===== config.mk =====
export PLATFORM = sky130hd
export DESIGN_NAME = instr_stream_encoder_flat
export DESIGN_NICKNAME = d
export VERILOG_FILES = /design/src/rtl/instr_stream_encoder_pkg.sv /design/src/rtl/instr_stream_encoder_if.sv /design/src/rtl/instr_stream_encoder_fmt_enc.sv /design/src/rtl/instr_stream_encoder.sv /design/src/flat_wrapper.sv
export SDC_FILE = /design/constraint.sdc
export NUM_CORES = 1
export LEC_CHECK = 0
export ABC_AREA = 0
export CORE_MARGIN = 1.5
export CORE_UTILIZATION = 48
export CTS_BUF_LIST = sky130_fd_sc_hd__clkbuf_8
export DETAILED_ROUTE_END_ITERATION = 12
export GPL_TIMING_DRIVEN = 0
export PLACE_DENSITY = 0.84
export RECOVER_POWER = 50
export SLEW_MARGIN = 0
export SYNTH_ARGS = -nofsm -noshare
export SYNTH_HDL_FRONTEND = slang
export SYNTH_SLANG_ARGS = --single-unit

===== constraint.sdc =====
create_clock -name clk -period 3.14 [get_ports clk]
set_clock_uncertainty 0.15 [all_clocks]
set_input_delay 0.628 -clock clk [delete_from_list [all_inputs] [get_ports clk]]
set_output_delay 0.628 -clock clk [all_outputs]
set_load 0.05 [all_outputs]

===== src/rtl/instr_stream_encoder_pkg.sv =====
// Shared RV32I opcode constants, request kinds, immediate limits and FSM states
// for the instruction-stream encoder.
package instr_stream_encoder_pkg;

  typedef enum logic [2:0] {
    KIND_LW     = 3'd0,
    KIND_SW     = 3'd1,
    KIND_RTYPE  = 3'd2,
    KIND_BRANCH = 3'd3,
    KIND_ITYPE  = 3'd4,
    KIND_JALR   = 3'd5,
    KIND_JAL    = 3'd6,
    KIND_LUI    = 3'd7
  } req_kind_e;

  typedef enum logic [1:0] {
    ST_IDLE  = 2'd0,
    ST_LOAD  = 2'd1,
    ST_DONE  = 2'd2,
    ST_ERROR = 2'd3
  } state_e;

  localparam logic [6:0] OP_LW   = 7'b0000011;
  localparam logic [6:0] OP_SW   = 7'b0100011;
  localparam logic [6:0] OP_R    = 7'b0110011;
  localparam logic [6:0] OP_BR   = 7'b1100011;
  localparam logic [6:0] OP_I    = 7'b0010011;
  localparam logic [6:0] OP_JALR = 7'b1100111;
  localparam logic [6:0] OP_JAL  = 7'b1101111;
  localparam logic [6:0] OP_LUI  = 7'b0110111;

  localparam int IMM_I_MIN = -2048;
  localparam int IMM_I_MAX = 2047;
  localparam int IMM_B_MIN = -4096;
  localparam int IMM_B_MAX = 4094;
  localparam int IMM_J_MIN = -1048576;
  localparam int IMM_J_MAX = 1048574;

  function automatic logic imm_in_range(input logic signed [31:0] v, input int lo, input int hi);
    return (v >= lo) && (v <= hi);
  endfunction

  // The core only decodes beq, bne, blt and bge.
  function automatic logic branch_f3_ok(input logic [2:0] f3);
    return (f3 == 3'b000) || (f3 == 3'b001) || (f3 == 3'b100) || (f3 == 3'b101);
  endfunction

endpackage


===== src/rtl/instr_stream_encoder_if.sv =====
// Request channel of the instruction-stream encoder: one abstract instruction
// per valid/ready handshake.
interface instr_stream_encoder_if;
  import instr_stream_encoder_pkg::*;

  logic        req_valid;
  logic        req_ready;
  req_kind_e   req_kind;
  logic [4:0]  req_rd;
  logic [4:0]  req_rs1;
  logic [4:0]  req_rs2;
  logic [2:0]  req_funct3;
  logic        req_funct7b5;
  logic [31:0] req_imm;
  logic        req_last;

  modport master (
    output req_valid, req_kind, req_rd, req_rs1, req_rs2,
    output req_funct3, req_funct7b5, req_imm, req_last,
    input  req_ready
  );

  modport slave (
    input  req_valid, req_kind, req_rd, req_rs1, req_rs2,
    input  req_funct3, req_funct7b5, req_imm, req_last,
    output req_ready
  );

endinterface


===== src/rtl/instr_stream_encoder_fmt_enc.sv =====
// Combinational RV32I formatter: turns one abstract request into its 32-bit
// instruction word and flags requests whose fields cannot be encoded.
module instr_fmt_enc
  import instr_stream_encoder_pkg::*;
(
  input  req_kind_e   kind,
  input  logic [4:0]  rd,
  input  logic [4:0]  rs1,
  input  logic [4:0]  rs2,
  input  logic [2:0]  funct3,
  input  logic        funct7b5,
  input  logic [31:0] imm,
  output logic [31:0] word,
  output logic        legal
);

  // Per-kind field packing and legality check
  always_comb begin
    word  = 32'd0;
    legal = 1'b0;
    case (kind)
      KIND_LW: begin
        word  = {imm[11:0], rs1, 3'b010, rd, OP_LW};
        legal = imm_in_range(imm, IMM_I_MIN, IMM_I_MAX);
      end
      KIND_SW: begin
        word  = {imm[11:5], rs2, rs1, 3'b010, imm[4:0], OP_SW};
        legal = imm_in_range(imm, IMM_I_MIN, IMM_I_MAX);
      end
      KIND_RTYPE: begin
        word  = {1'b0, funct7b5, 5'b00000, rs2, rs1, funct3, rd, OP_R};
        legal = 1'b1;
      end
      KIND_BRANCH: begin
        word  = {imm[12], imm[10:5], rs2, rs1, funct3, imm[4:1], imm[11], OP_BR};
        legal = imm_in_range(imm, IMM_B_MIN, IMM_B_MAX) && (imm[0] == 1'b0) && branch_f3_ok(funct3);
      end
      KIND_ITYPE: begin
        // Right shifts carry the arithmetic/logical selector in imm[10].
        if (funct3 == 3'b101) begin
          word = {1'b0, funct7b5, 5'b00000, imm[4:0], rs1, funct3, rd, OP_I};
        end else begin
          word = {imm[11:0], rs1, funct3, rd, OP_I};
        end
        legal = imm_in_range(imm, IMM_I_MIN, IMM_I_MAX);
      end
      KIND_JALR: begin
        word  = {imm[11:0], rs1, 3'b000, rd, OP_JALR};
        legal = imm_in_range(imm, IMM_I_MIN, IMM_I_MAX);
      end
      KIND_JAL: begin
        word  = {imm[20], imm[10:1], imm[11], imm[19:12], rd, OP_JAL};
        legal = imm_in_range(imm, IMM_J_MIN, IMM_J_MAX) && (imm[0] == 1'b0);
      end
      KIND_LUI: begin
        word  = {imm[31:12], rd, OP_LUI};
        legal = (imm[11:0] == 12'd0);
      end
      default: begin
        word  = 32'd0;
        legal = 1'b0;
      end
    endcase
  end

endmodule


===== src/rtl/instr_stream_encoder.sv =====
// Loads an encoded RV32I program into IMEM: one request in, one registered
// word-aligned write out, with session DONE/ERROR bookkeeping.
module instr_stream_encoder
  import instr_stream_encoder_pkg::*;
#(
  parameter int MAX_WORDS = 256,
  parameter int COUNT_W   = 9
) (
  input  logic                   clk,
  input  logic                   reset,
  input  logic                   start,
  input  logic [31:0]            base_addr,
  instr_stream_encoder_if.slave  req,
  output logic                   imem_we,
  output logic [31:0]            imem_addr,
  output logic [31:0]            imem_wdata,
  output logic                   busy,
  output logic                   done,
  output logic                   err,
  output logic [COUNT_W-1:0]     count
);

  localparam logic [COUNT_W-1:0] COUNT_MAX = COUNT_W'(MAX_WORDS);

  state_e             state_r, state_s;
  logic [31:0]        next_addr_r, next_addr_s;
  logic [COUNT_W-1:0] count_r, count_s;
  logic               we_r, we_s;
  logic [31:0]        addr_r, addr_s;
  logic [31:0]        wdata_r, wdata_s;
  logic               busy_r, busy_s;
  logic               done_r, done_s;
  logic               err_r, err_s;
  logic               ready_r, ready_s;
  logic [31:0]        word_s;
  logic               legal_s;

  instr_fmt_enc u_fmt_enc (
    .kind     (req.req_kind),
    .rd       (req.req_rd),
    .rs1      (req.req_rs1),
    .rs2      (req.req_rs2),
    .funct3   (req.req_funct3),
    .funct7b5 (req.req_funct7b5),
    .imm      (req.req_imm),
    .word     (word_s),
    .legal    (legal_s)
  );

  // Next-state and next-output computation for the load session
  always_comb begin
    state_s     = state_r;
    next_addr_s = next_addr_r;
    count_s     = count_r;
    we_s        = 1'b0;
    addr_s      = addr_r;
    wdata_s     = wdata_r;
    done_s      = done_r;
    err_s       = err_r;
    case (state_r)
      ST_LOAD: begin
        if (req.req_valid && ready_r) begin
          if (legal_s) begin
            we_s        = 1'b1;
            addr_s      = next_addr_r;
            wdata_s     = word_s;
            next_addr_s = next_addr_r + 32'd4;
            count_s     = count_r + COUNT_W'(1);
            // A last request that also fills the session still ends cleanly.
            if (req.req_last) begin
              state_s = ST_DONE;
              done_s  = 1'b1;
            end else if ((count_r + COUNT_W'(1)) == COUNT_MAX) begin
              state_s = ST_ERROR;
              err_s   = 1'b1;
            end else begin
              state_s = ST_LOAD;
            end
          end else begin
            state_s = ST_ERROR;
            err_s   = 1'b1;
          end
        end else begin
          state_s = ST_LOAD;
        end
      end
      ST_IDLE, ST_DONE, ST_ERROR: begin
        if (start) begin
          state_s     = ST_LOAD;
          done_s      = 1'b0;
          err_s       = 1'b0;
          count_s     = '0;
          next_addr_s = base_addr & 32'hFFFF_FFFC;
        end else begin
          state_s = state_r;
        end
      end
      default: begin
        state_s = ST_IDLE;
      end
    endcase
    busy_s  = (state_s == ST_LOAD);
    ready_s = (state_s == ST_LOAD) && (count_s != COUNT_MAX);
  end

  // State, address/counter and output registers
  always_ff @(posedge clk) begin
    if (reset) begin
      state_r     <= ST_IDLE;
      next_addr_r <= 32'd0;
      count_r     <= '0;
      we_r        <= 1'b0;
      addr_r      <= 32'd0;
      wdata_r     <= 32'd0;
      busy_r      <= 1'b0;
      done_r      <= 1'b0;
      err_r       <= 1'b0;
      ready_r     <= 1'b0;
    end else begin
      state_r     <= state_s;
      next_addr_r <= next_addr_s;
      count_r     <= count_s;
      we_r        <= we_s;
      addr_r      <= addr_s;
      wdata_r     <= wdata_s;
      busy_r      <= busy_s;
      done_r      <= done_s;
      err_r       <= err_s;
      ready_r     <= ready_s;
    end
  end

  assign req.req_ready = ready_r;
  assign imem_we       = we_r;
  assign imem_addr     = addr_r;
  assign imem_wdata    = wdata_r;
  assign busy          = busy_r;
  assign done          = done_r;
  assign err           = err_r;
  assign count         = count_r;

endmodule

===== src/flat_wrapper.sv =====
// flat-port wrapper written by rule: the top's interface ports become plain ports
module instr_stream_encoder_flat import instr_stream_encoder_pkg::*;
#(
  parameter int MAX_WORDS = 256,
  parameter int COUNT_W   = 9
)
  (clk, reset, start, base_addr, imem_we, imem_addr, imem_wdata, busy, done, err, count, req_req_valid, req_req_kind, req_req_rd, req_req_rs1, req_req_rs2, req_req_funct3, req_req_funct7b5, req_req_imm, req_req_last, req_req_ready);
  instr_stream_encoder_if req_i ();
  input  logic clk;
  input  logic reset;
  input  logic start;
  input  logic [31:0] base_addr;
  output logic imem_we;
  output logic [31:0] imem_addr;
  output logic [31:0] imem_wdata;
  output logic busy;
  output logic done;
  output logic err;
  output logic [COUNT_W-1:0] count;
  input wire logic [$bits(req_i.req_valid)-1:0] req_req_valid;
  input wire logic [$bits(req_i.req_kind)-1:0] req_req_kind;
  input wire logic [$bits(req_i.req_rd)-1:0] req_req_rd;
  input wire logic [$bits(req_i.req_rs1)-1:0] req_req_rs1;
  input wire logic [$bits(req_i.req_rs2)-1:0] req_req_rs2;
  input wire logic [$bits(req_i.req_funct3)-1:0] req_req_funct3;
  input wire logic [$bits(req_i.req_funct7b5)-1:0] req_req_funct7b5;
  input wire logic [$bits(req_i.req_imm)-1:0] req_req_imm;
  input wire logic [$bits(req_i.req_last)-1:0] req_req_last;
  output wire logic [$bits(req_i.req_ready)-1:0] req_req_ready;
  assign req_i.req_valid = req_req_valid;
  assign req_i.req_kind = req_req_kind;
  assign req_i.req_rd = req_req_rd;
  assign req_i.req_rs1 = req_req_rs1;
  assign req_i.req_rs2 = req_req_rs2;
  assign req_i.req_funct3 = req_req_funct3;
  assign req_i.req_funct7b5 = req_req_funct7b5;
  assign req_i.req_imm = req_req_imm;
  assign req_i.req_last = req_req_last;
  assign req_req_ready = req_i.req_ready;
  instr_stream_encoder #(.MAX_WORDS(MAX_WORDS), .COUNT_W(COUNT_W)) u_core (.clk(clk), .reset(reset), .start(start), .base_addr(base_addr), .req(req_i), .imem_we(imem_we), .imem_addr(imem_addr), .imem_wdata(imem_wdata), .busy(busy), .done(done), .err(err), .count(count));
endmodule

Word level (Yosys, flattened, before mapping):

Cells that the tools add are included.

* word-level logic and storage cells: 93
* bits in registers: 112
* output and inout port bits: 78
* input port bits: 91

* reduce and logical (&&, ||, !) cells: 22
* bitwise logic cells: 3
* $add $sub $neg: 2
* equal/unequal tests: 22
* mux-type cells: 28
* magnitude comparators: 6

Operators by type and width (count)
* $pmux W32 S8: 1
* $mux W32: 4
* $pmux W32 S2: 1
* $add A32 B3 Y32 const B: 1
* $ge A32 B12 Y1 const B: 1
* $ge A32 B13 Y1 const B: 1
* $ge A32 B21 Y1 const B: 1
* $le A32 B12 Y1 const B: 1
* $le A32 B13 Y1 const B: 1
* $le A32 B21 Y1 const B: 1
* $mux W9: 3
* $eq A3 B3 Y1 const B: 6
* $pmux W9 S2: 1
* $logic_not A12 Y1: 1
* $mux W2: 5
* $add A9 B1 Y9 const B: 1
* $eq A9 B9 Y1 const B: 1
* $mux W1: 9
* $ne A9 B9 Y1 const B: 1
* $logic_and A1 B1 Y1: 8
* $reduce_and A4 Y1: 2
* $eq A3 B1 Y1 const B: 2
* $eq A3 B2 Y1 const B: 2
* $logic_not A3 Y1: 2
* 14 further kinds: 26

Longest topological paths before layout:

Gate-level depths: netlist of the first run.

* word-level depth: 11
* depth in mapped cells: 12
* mapped depth without buffers: 10

Modules after synthesis:

A second synthesis of the first run with hierarchy kept.

* cells, all modules: 767
* area total of the unflattened synthesis: 5647.9 um2

By module, submodules not included
* instr_stream_encoder: instances 1, sequential area each 2162.1 um2, area each 4868.4 um2, cells each 645
* instr_fmt_enc: instances 1, sequential area each 0.0 um2, area each 779.5 um2, cells each 122

Worst setup path after synthesis of the first run:

Ideal clock, no wire load.

* path kind: input to register
* from: in req_req_imm[26]
* to: reg u_core.ready_r, in the netlist u_core.req.req_ready
* stages: 10
* setup slack: 0.403 ns
* setup time: 0.134 ns
* path buffers: 1
* data required time: 2.856 ns
* data arrival time: 2.453 ns
* cell sequence: nor4_1 -> nand3_1 -> nor3_1 -> o21ai_1 -> a211o_1 -> and2_4 -> buf_6 -> or4_1 -> o311ai_1 -> a311oi_1

* word-level cells in the longest chain between the ends: 10
* elaborated cells between the ends (all ways): 22
* classes of those cells: order compare: 6; eq/ne: 2; mux: 7; reduce/logical: 7

RTL lines
* start: declaration: line flat_wrapper.sv:27 `input wire logic [$bits(req_i.req_imm)-1:0] req_req_imm;`
* $ge A32 B13 Y1 or $le A32 B13 Y1 (tied branches): line instr_stream_encoder_pkg.sv:40 `return (v >= lo) && (v <= hi);`
* $logic_and A1 B1 Y1: line instr_stream_encoder_pkg.sv:40
* $logic_and A1 B1 Y1 (2 in a row): line instr_stream_encoder_fmt_enc.sv:36 `legal = imm_in_range(imm, IMM_B_MIN, IMM_B_MAX) && (imm[0] == 1'b0) && branch_f3_ok(funct3);`
* $pmux W1 S5 *: line instr_stream_encoder_fmt_enc.sv:21 `case (kind)`
* $mux W9 or $mux W2 (tied branches): line instr_stream_encoder.sv:63 `if (legal_s) begin`
* $mux W9 or $mux W2 (tied branches): line instr_stream_encoder.sv:62 `if (req.req_valid && ready_r) begin`
* $pmux W9 S2 or $pmux W2 S2 (tied branches): line instr_stream_encoder.sv:60 `case (state_r)`
* $ne A9 B9 Y1 or $eq A2 B1 Y1 (tied branches): line instr_stream_encoder.sv:103 `ready_s = (state_s == ST_LOAD) && (count_s != COUNT_MAX);`
* $logic_and A1 B1 Y1 *: line instr_stream_encoder.sv:103
* end signal: assignment: line instr_stream_encoder.sv:129 `ready_r <= ready_s;`
* end: declaration: line instr_stream_encoder.sv:34 `logic ready_r, ready_s;`

Mark *: on every way between the ends. The rest lies on a longest branch, timed or not.
A chain may end at the register's enable or synchronous reset.

Worst setup path after layout of the first run:

* from: in req_req_imm[13]
* to: reg u_core.wdata_r[21], in the netlist u_core.imem_wdata[21]

* word-level cells in the longest chain between the ends: 6
* elaborated cells between the ends (all ways): 14
* classes of those cells: order compare: 6; mux: 1; reduce/logical: 7

RTL lines
* $ge A32 B13 Y1 or $le A32 B13 Y1 (tied branches): line instr_stream_encoder_pkg.sv:40
* $logic_and A1 B1 Y1: line instr_stream_encoder_pkg.sv:40
* $logic_and A1 B1 Y1 (2 in a row): line instr_stream_encoder_fmt_enc.sv:36
* $pmux W1 S5 *: line instr_stream_encoder_fmt_enc.sv:21
* $reduce_and A3 Y1 (no source line) *
* end signal: assignment: line instr_stream_encoder.sv:125 `wdata_r <= wdata_s;`
* end: declaration: line instr_stream_encoder.sv:30 `logic [31:0] wdata_r, wdata_s;`

Marks and branches as above.

==> results of run 1 <==
[placed cells by master (no fill, tap or decap), drive strengths merged, types with 19 or more instances in the layout]
cell	n
a21oi	84
dfxtp	107
clkbuf	48
o21ai	40
clkdlybuf4s50	84
nor3	28
a211oi	22
buf	19
nand3	35
dlygate4sd3	76
nor2	77
nand2	122
[Yosys cell counts, drive strengths merged (7+ instances only)]
library cell / instances
a211oi: 22
a21oi: 84
a221oi: 10
a311oi: 9
and3: 15
buf: 22
clkbuf: 34
dfxtp: 107
nand2: 122
nand3: 35
nand4: 14
nor2: 77
nor3: 28
nor4: 7
o21ai: 40
o22ai: 10
[worst min path at each step]
stage | cells after the start | to | slack (ns) | startpoint
finish | 2 | u_core.imem_addr[19]$_SDFFE_PP0P_ | 0.30 | u_core.imem_addr[19]$_SDFFE_PP0P_
global placement | 2 | u_core.imem_wdata[31]$_SDFFE_PP0P_ | 0.29 | u_core.imem_wdata[31]$_SDFFE_PP0P_
global route | 2 | u_core.imem_addr[23]$_SDFFE_PP0P_ | 0.33 | u_core.imem_addr[23]$_SDFFE_PP0P_
floorplan | 2 | u_core.imem_addr[15]$_SDFFE_PP0P_ | 0.29 | u_core.next_addr_r[15]$_SDFFE_PP0P_
CTS | 2 | u_core.imem_addr[19]$_SDFFE_PP0P_ | 0.31 | u_core.imem_addr[19]$_SDFFE_PP0P_
detailed placement | 2 | u_core.imem_addr[19]$_SDFFE_PP0P_ | 0.30 | u_core.imem_addr[19]$_SDFFE_PP0P_
[routing by layer]
metal  wire length [um]  vias up  track usage, %  part of all wire, %
met3               1605       45           5.003                  8.4
met5                  0        -               0                    0
met1               7769     2963           40.88                   41
li1                   -     2936               -                    -
met4                567        0           15.41                  3.0
met2               9228      349           53.71                   48
[repair_timing]
| item | 4_1_cts | 5_1_grt |
|---|---|---|
| hold buffers | 0 | 0 |
| pin swaps | 0 | 8 |
| endpoints found under the setup margin | 40 | 100 |
| gates resized for setup | 9 | 40 |
[power groups by stage]
stage	combinational (W)	sequential (W)	clock (W)
4_1_cts	0.000450	0.00142	0.000978
3_5_place_dp	0.000445	0.00145	0
2_1_floorplan	0.000207	0.00147	0
6_report	0.000471	0.00142	0.000982
5_1_grt	0.000501	0.00143	0.00103
3_3_place_gp	0.000437	0.00145	0
[state kept, by name (all words and copies together) (netlist names), 2 cells and up]
signal	count
u_core.imem_addr	30
u_core.state_r	2
u_core.count	9
u_core.next_addr_r	30
u_core.imem_wdata	31
[area by class of cell]
| type | count | area (sq um) | area share [%] |
|---|---|---|---|
| Buffer | 56 | 277.8 | 3.687 |
| Inverter | 6 | 22.52 | 0.2990 |
| Clock inverter | 5 | 76.32 | 1.013 |
| Multi-Input combinational cell | 547 | 3062 | 40.64 |
| Clock buffer | 11 | 151.4 | 2.010 |
| Timing Repair Buffer | 162 | 1627 | 21.59 |
| Sequential cell | 107 | 2142 | 28.43 |
| Tap cell | 140 | 175.2 | 2.325 |
[per-stage QoR]
stage	hold slack [ns]	total power (W)	instances	util (%)
5_1_grt	0.3254	0.002961	1034	69.49
6_report	0.3047	0.002877	1034	69.49
2_1_floorplan	0.2904	0.001674	716	-
3_5_place_dp	0.2977	0.001897	1018	65.77
4_1_cts	0.3115	0.002850	1034	68.07
3_3_place_gp	0.2893	0.001889	1018	65.77
[cell families (layout without fill, tap and decap cells)]
family                     count (synthesis)  after routing
buffers and inverters                     62            240
muxes                                      9              9
xor gates and xnor gates                   5              5
adders and majority gates                  2              2
and+or+nand+nor                          323            323
other                                      1              2
AOI/OAI and AO/OA                        206            206
DFF                                      107            107
[worst reg2reg max path: stages (launching register included)]
cell	delay (ns)
dfxtp_1	0.32
clkbuf_2	0.19
inv_1	0.09
nor4_2	0.68
nand3_1	0.24
nor2_1	0.35
and3_1	0.32
nand3_1	0.10
nand2_1	0.08
a21oi_1	0.08
a211oi_1	0.22
==> impl_metrics.json, run 1 <==
{
  "die_h_um": 108.4,
  "avgSynthCellArea_sq_um": 7.453,
  "cp.required_ns": 3.26,
  "power.density_mw_per_mm2": 382.0,
  "setup_viol": 0,
  "place_ws_ns": -0.5770,
  "synthTopCellsByArea": "dfxtp_1 40%, nand2_1 8.6%, a21oi_1 7.9%",
  "cap_violations": 0,
  "drive_gt1_share_pct": 8.166,
  "htree_levels": 3,
  "rr_worst_depth": 10,
  "first_global_vias": 5899,
  "synth-compound-area-share_pct": 23.74,
  "layout_min_cycle_time_ns": 3.054,
  "gp_congestion": 0.9273,
  "p_switching_w": 0.0008008,
  "startpoint_type": "input port",
  "grt.overflow.total": 0,
  "wl_um": 19170,
  "postCtsSetupBuffers": 0,
  "cp.depth": 12,
  "via_per_inst": 6.086,
  "synthCells": 715,
  "grt_usage_pct": 32.29,
  "drtIter0Drc": 548,
  "critPathLaunch": "req_req_imm[13]",
  "synth_top_area_share_pct": 40.20,
  "cp.arrival_ns": 3.17,
  "async_flop_share_pct": 0,
  "cts_tree": "yes",
  "grt_antenna_before_repair": 0,
  "status": "finished, final reports clean",
  "core-area_sq_mm": 0.01084,
  "p_comb_share_pct": 16.4,
  "drt_first_pass_iters": 7,
  "grt_max_degree": 17,
  "max-vdd-ir-drop_mv": 0.2927,
  "initial_utilization_pct": 49.16,
  "yosys.area_share.simple_pct": 27.75,
  "synth_edf_count": 0,
  "clock_sinks": 107,
  "p_leak_nw": 2.845,
  "yosys_warnings": 0,
  "worstPathMaxFanout": 10,
  "slew_viol_final": 0,
  "critPathMaxStageDelay_ns": 0.48,
  "fin_ws_ns": 0.08627,
  "synth_area_sq_mm": 0.005329,
  "p_sw_share_pct": 27.83,
  "path_cells": "clkdlybuf4s50_1 > nor4_2 > nand3_2 > nor3_2 > o21ai_1 > a211o_1 > and2_4 > buf_6 > buf_6 > clkbuf_2 > a21oi_1 > nor2_1",
  "drc": 0,
  "n_antenna_cell": 0,
  "slowest_stage": "clkdlybuf4s50_1",
  "boundaryPins": 169,
  "min_period_over_period_pct": 97.25,
  "setup_tns_ns": 0,
  "dpl.hpwl_um": 14000,
  "dieWidth_um": 108.4,
  "reg2reg_from": "u_core.next_addr_r[7]$_SDFFE_PP0P_",
  "cp-endpoint": "u_core.imem_wdata[21]$_SDFFE_PP0P_",
  "worst_slew_pin_slew_ns": 0.8220,
  "synth_top_family_by_area": "simple AND/OR/NAND/NOR gates",
  "yosys.area.top_type": "dfxtp_1",
  "worst_r2r_endpoint": "u_core.next_addr_r[31]$_SDFFE_PP0P_",
  "slew_headroom_pct": 45.20,
  "io_buffers": 162,
  "rows": 38,
  "clockBufferDepth": 2,
  "insertion_delay_ns": 0.39,
  "synthDistinctLibCells": 56,
  "synthAdderAreaFrac_pct": 0.4696,
  "seq_power_share_pct": 49.5,
  "grt_pass1_wl_um": 29410,
  "die-area_sq_mm": 0.01174,
  "cts_root_buffer": "clkbuf_8",
  "yosysSeqAreaShare_pct": 40.20,
  "clk_pin_slew_ns": 0.10,
  "critPathMostFrequentCell": "buf_6",
  "final_area_sq_mm": 0.007533,
  "cts_buffers": 9,
  "antenna_left": 0,
  "nets": 982,
  "clockPowerShare_pct": 34.1,
  "synth_xor_xnor_area_share_pct": 0.8218,
  "hold_viol": 0,
  "postPlaceCellArea_sq_mm": 0.007129,
  "cp.buffers_inverters": 4,
  "r2r_setup_slack_ns": 0.23,
  "crit_type": "input port to flop",
  "max_freq_mhz": 327.5,
  "synth_mux_area_share_pct": 1.761,
  "fill_cells": 927,
  "synth-seq-cells": 107,
  "synthFlopType": "dfxtp_1",
  "syn_to_final_growth_pct": 41.37,
  "p_int_w": 0.002077,
  "path_delay_family": "buffers and inverters",
  "hold_class": "flop to flop",
  "drt-wirelength-per-cell_um": 18.54,
  "vias": 6293,
  "endpoint_kind": "flop"
}
Power figures use the tool's default switching activity.
==> inputs of run 2 (changes only) <==
--- a/config.mk
+++ b/config.mk
@@ -11,8 +11,10 @@
 export CTS_BUF_LIST = sky130_fd_sc_hd__clkbuf_8
 export DETAILED_ROUTE_END_ITERATION = 12
 export GPL_TIMING_DRIVEN = 0
+export HOLD_SLACK_MARGIN = 0.08
 export PLACE_DENSITY = 0.84
 export RECOVER_POWER = 50
+export REMOVE_ABC_BUFFERS = 1
 export SLEW_MARGIN = 0
 export SYNTH_ARGS = -nofsm -noshare
 export SYNTH_HDL_FRONTEND = slang
==> run 2 against run 1 <==
  * Global-route usage shrank 3.7 points
  * Power shrank 6.3%
  * Largest cell class unchanged
  * Die area is the same
  * Largest power group unchanged
  * Clock-buffer cell count shrank 1
  * Critical endpoint is now u_core.req.req_ready$_SDFF_PP0_
  * Clock power shrank 16%
==> impl_metrics.json, run 2 (same netlist as run 1, synthesis figures left out) <==
{
  "rows": 38,
  "clk_pin_slew_ns": 0.09,
  "cts_buffers": 9,
  "cts_root_buffer": "clkbuf_8",
  "drt_first_pass_iters": 6,
  "grt_max_degree": 60,
  "layout_min_cycle_time_ns": 3.040,
  "endpoint_kind": "flop",
  "grt_pass1_wl_um": 26560,
  "cts_tree": "yes",
  "core-area_sq_mm": 0.01084,
  "rr_worst_depth": 9,
  "drtIter0Drc": 345,
  "fill_cells": 928,
  "max-vdd-ir-drop_mv": 0.3249,
  "whs_ns": 0.3046,
  "cap_violations": 0,
  "r2r_setup_slack_ns": 0.26,
  "gp_congestion": 0.9744,
  "n_antenna_cell": 0,
  "dieWidth_um": 108.4,
  "antenna_left": 0,
  "worst_slew_pin_slew_ns": 0.9305,
  "cp.required_ns": 3.26,
  "grt_antenna_before_repair": 0,
  "cp.arrival_ns": 3.15,
  "final_area_sq_mm": 0.007411,
  "htree_levels": 3,
  "syn_to_final_growth_pct": 39.07,
  "power.density_mw_per_mm2": 363.9,
  "startpoint_type": "input port",
  "max_freq_mhz": 329.0,
  "grt_usage_pct": 28.61,
  "slew_headroom_pct": 37.75,
  "drive_gt1_share_pct": 6.213,
  "postPlaceCellArea_sq_mm": 0.006993,
  "final_common_cell": "nand2_1",
  "hold_class": "flop to flop",
  "crit_type": "input port to flop",
  "grt.overflow.total": 0,
  "die-area_sq_mm": 0.01174,
  "grt_setup_unrepaired": "yes",
  "slew_viol_final": 0,
  "dpl.hpwl_um": 11190,
  "worstPathMaxFanout": 11,
  "hold_viol": 0,
  "drc": 0,
  "via_per_inst": 6.056,
  "p_leak_nw": 2.804,
  "min_period_over_period_pct": 96.80,
  "nets": 943,
  "setup_viol": 0,
  "hold_buffers": 0,
  "clock_sinks": 107,
  "clockBufferDepth": 2,
  "worst_r2r_endpoint": "u_core.next_addr_r[28]$_SDFFE_PP0P_",
  "hold-path-cell-count": 2,
  "boundaryPins": 169,
  "insertion_delay_ns": 0.39,
  "reg2reg_from": "u_core.next_addr_r[3]$_SDFFE_PP0P_",
  "first_global_vias": 5578,
  "drt-wirelength-per-cell_um": 17.16,
  "largest_reg_flops": 31,
  "status": "finished, final reports clean",
  "die_h_um": 108.4,
  "min_from": "u_core.imem_addr[12]$_SDFFE_PP0P_",
  "whs_endpoint": "u_core.imem_addr[12]$_SDFFE_PP0P_",
  "layout_common_cells": "120 x nand2_1, 107 x dfxtp_1, 83 x a21oi_1",
  "io_buffers": 164,
  "wl_um": 17040,
  "vias": 6014,
  "initial_utilization_pct": 49.16
}
[run 2: cell types whose count changed in the layout (fill, tap and decap cells not counted), moves of 3 or more]
| cell | change |
|---|---|
| a221oi_2 | -4 |
| buf_2 | -8 |
| nand3_2 | -3 |
| clkbuf_2 | -7 |
| clkbuf_4 | -3 |
| a221oi_1 | +5 |
| clkbuf_1 | -26 |
| clkdlybuf4s50_1 | -4 |
| buf_12 | +3 |
[run 2: worst max-delay path by stage]
| stage | start | endpoint | slack, ns | cells after the start |
|---|---|---|---|---|
| 2_1_floorplan | u_core.state_r[0]$_SDFF_PP0_ | u_core.next_addr_r[19]$_SDFFE_PP0P_ | -1.20 | 7 |
| 3_3_place_gp | u_core.state_r[0]$_SDFF_PP0_ | u_core.next_addr_r[19]$_SDFFE_PP0P_ | -3.33 | 7 |
| 3_5_place_dp | req_req_kind[2] | u_core.next_addr_r[19]$_SDFFE_PP0P_ | -2.02 | 10 |
| 4_1_cts | req_req_imm[29] | u_core.next_addr_r[5]$_SDFFE_PP0P_ | 0.01 | 12 |
| 5_1_grt | req_req_imm[15] | u_core.count[4]$_SDFF_PP0_ | -0.01 | 12 |
| 6_report | req_req_imm[26] | u_core.req.req_ready$_SDFF_PP0_ | 0.10 | 10 |
[run 2: power breakdown]
part | switching [W] | total (W) | internal [W]
sequential | 0.0000360 | 0.00143 | 0.00139
clock | 0.000452 | 0.000829 | 0.000377
combinational | 0.000241 | 0.000443 | 0.000202
[run 2: layout make-up]
type / count / area [sq um] / area share [%]
multi-input cells: 551 / 3060 / 41.30
flip-flops and latches: 107 / 2142 / 28.90
repair buffers: 175 / 1829 / 24.68
well taps: 140 / 175.2 / 2.364
clock buffers: 10 / 137.6 / 1.857
clock inverters: 4 / 43.79 / 0.5909
inverters: 6 / 22.52 / 0.3039
[run 2: per-layer routing]
layer  part of all wire [%]  track usage, %
met1                     40           34.40
met4                    4.0           15.79
met2                     49           48.01
met5                      0               0
met3                    7.0           5.425
[run 2: metrics by stage]
stage / utilization (%) / setup TNS [ns] / instances / setup slack [ns] / power [W]
after floorplan: - / -63.71 / 660 / -1.197 / 0.001636
after global placement: 63.61 / -231.02 / 964 / -3.330 / 0.001851
after detailed placement: 64.51 / -103.10 / 968 / -2.020 / 0.001873
after CTS: 67.08 / 0 / 986 / 0.01128 / 0.002696
after global routing: 68.36 / -0.01100 / 993 / -0.01100 / 0.002804
final: 68.36 / 0 / 993 / 0.1004 / 0.002697
[run 2: worst max-delay path, stage by stage]
cell and delay [ns]:
clkdlybuf4s50_1 0.49, nor4_2 0.29, nand3_1 0.17, nor3_2 0.21, o21ai_2 0.09, a211o_4 0.42, and2_4 0.23, or4_1 0.41
o311ai_1 0.10, a311oi_1 0.13
[run 2: what timing repair did]
action / CTS / global route
hold endpoints to repair: 0 / 0
pin swaps: 3 / 7
gates cloned: 3 / 3
resized for setup: 17 / 21
buffers inserted: 1 / 4
setup endpoints to repair: 105 / 82
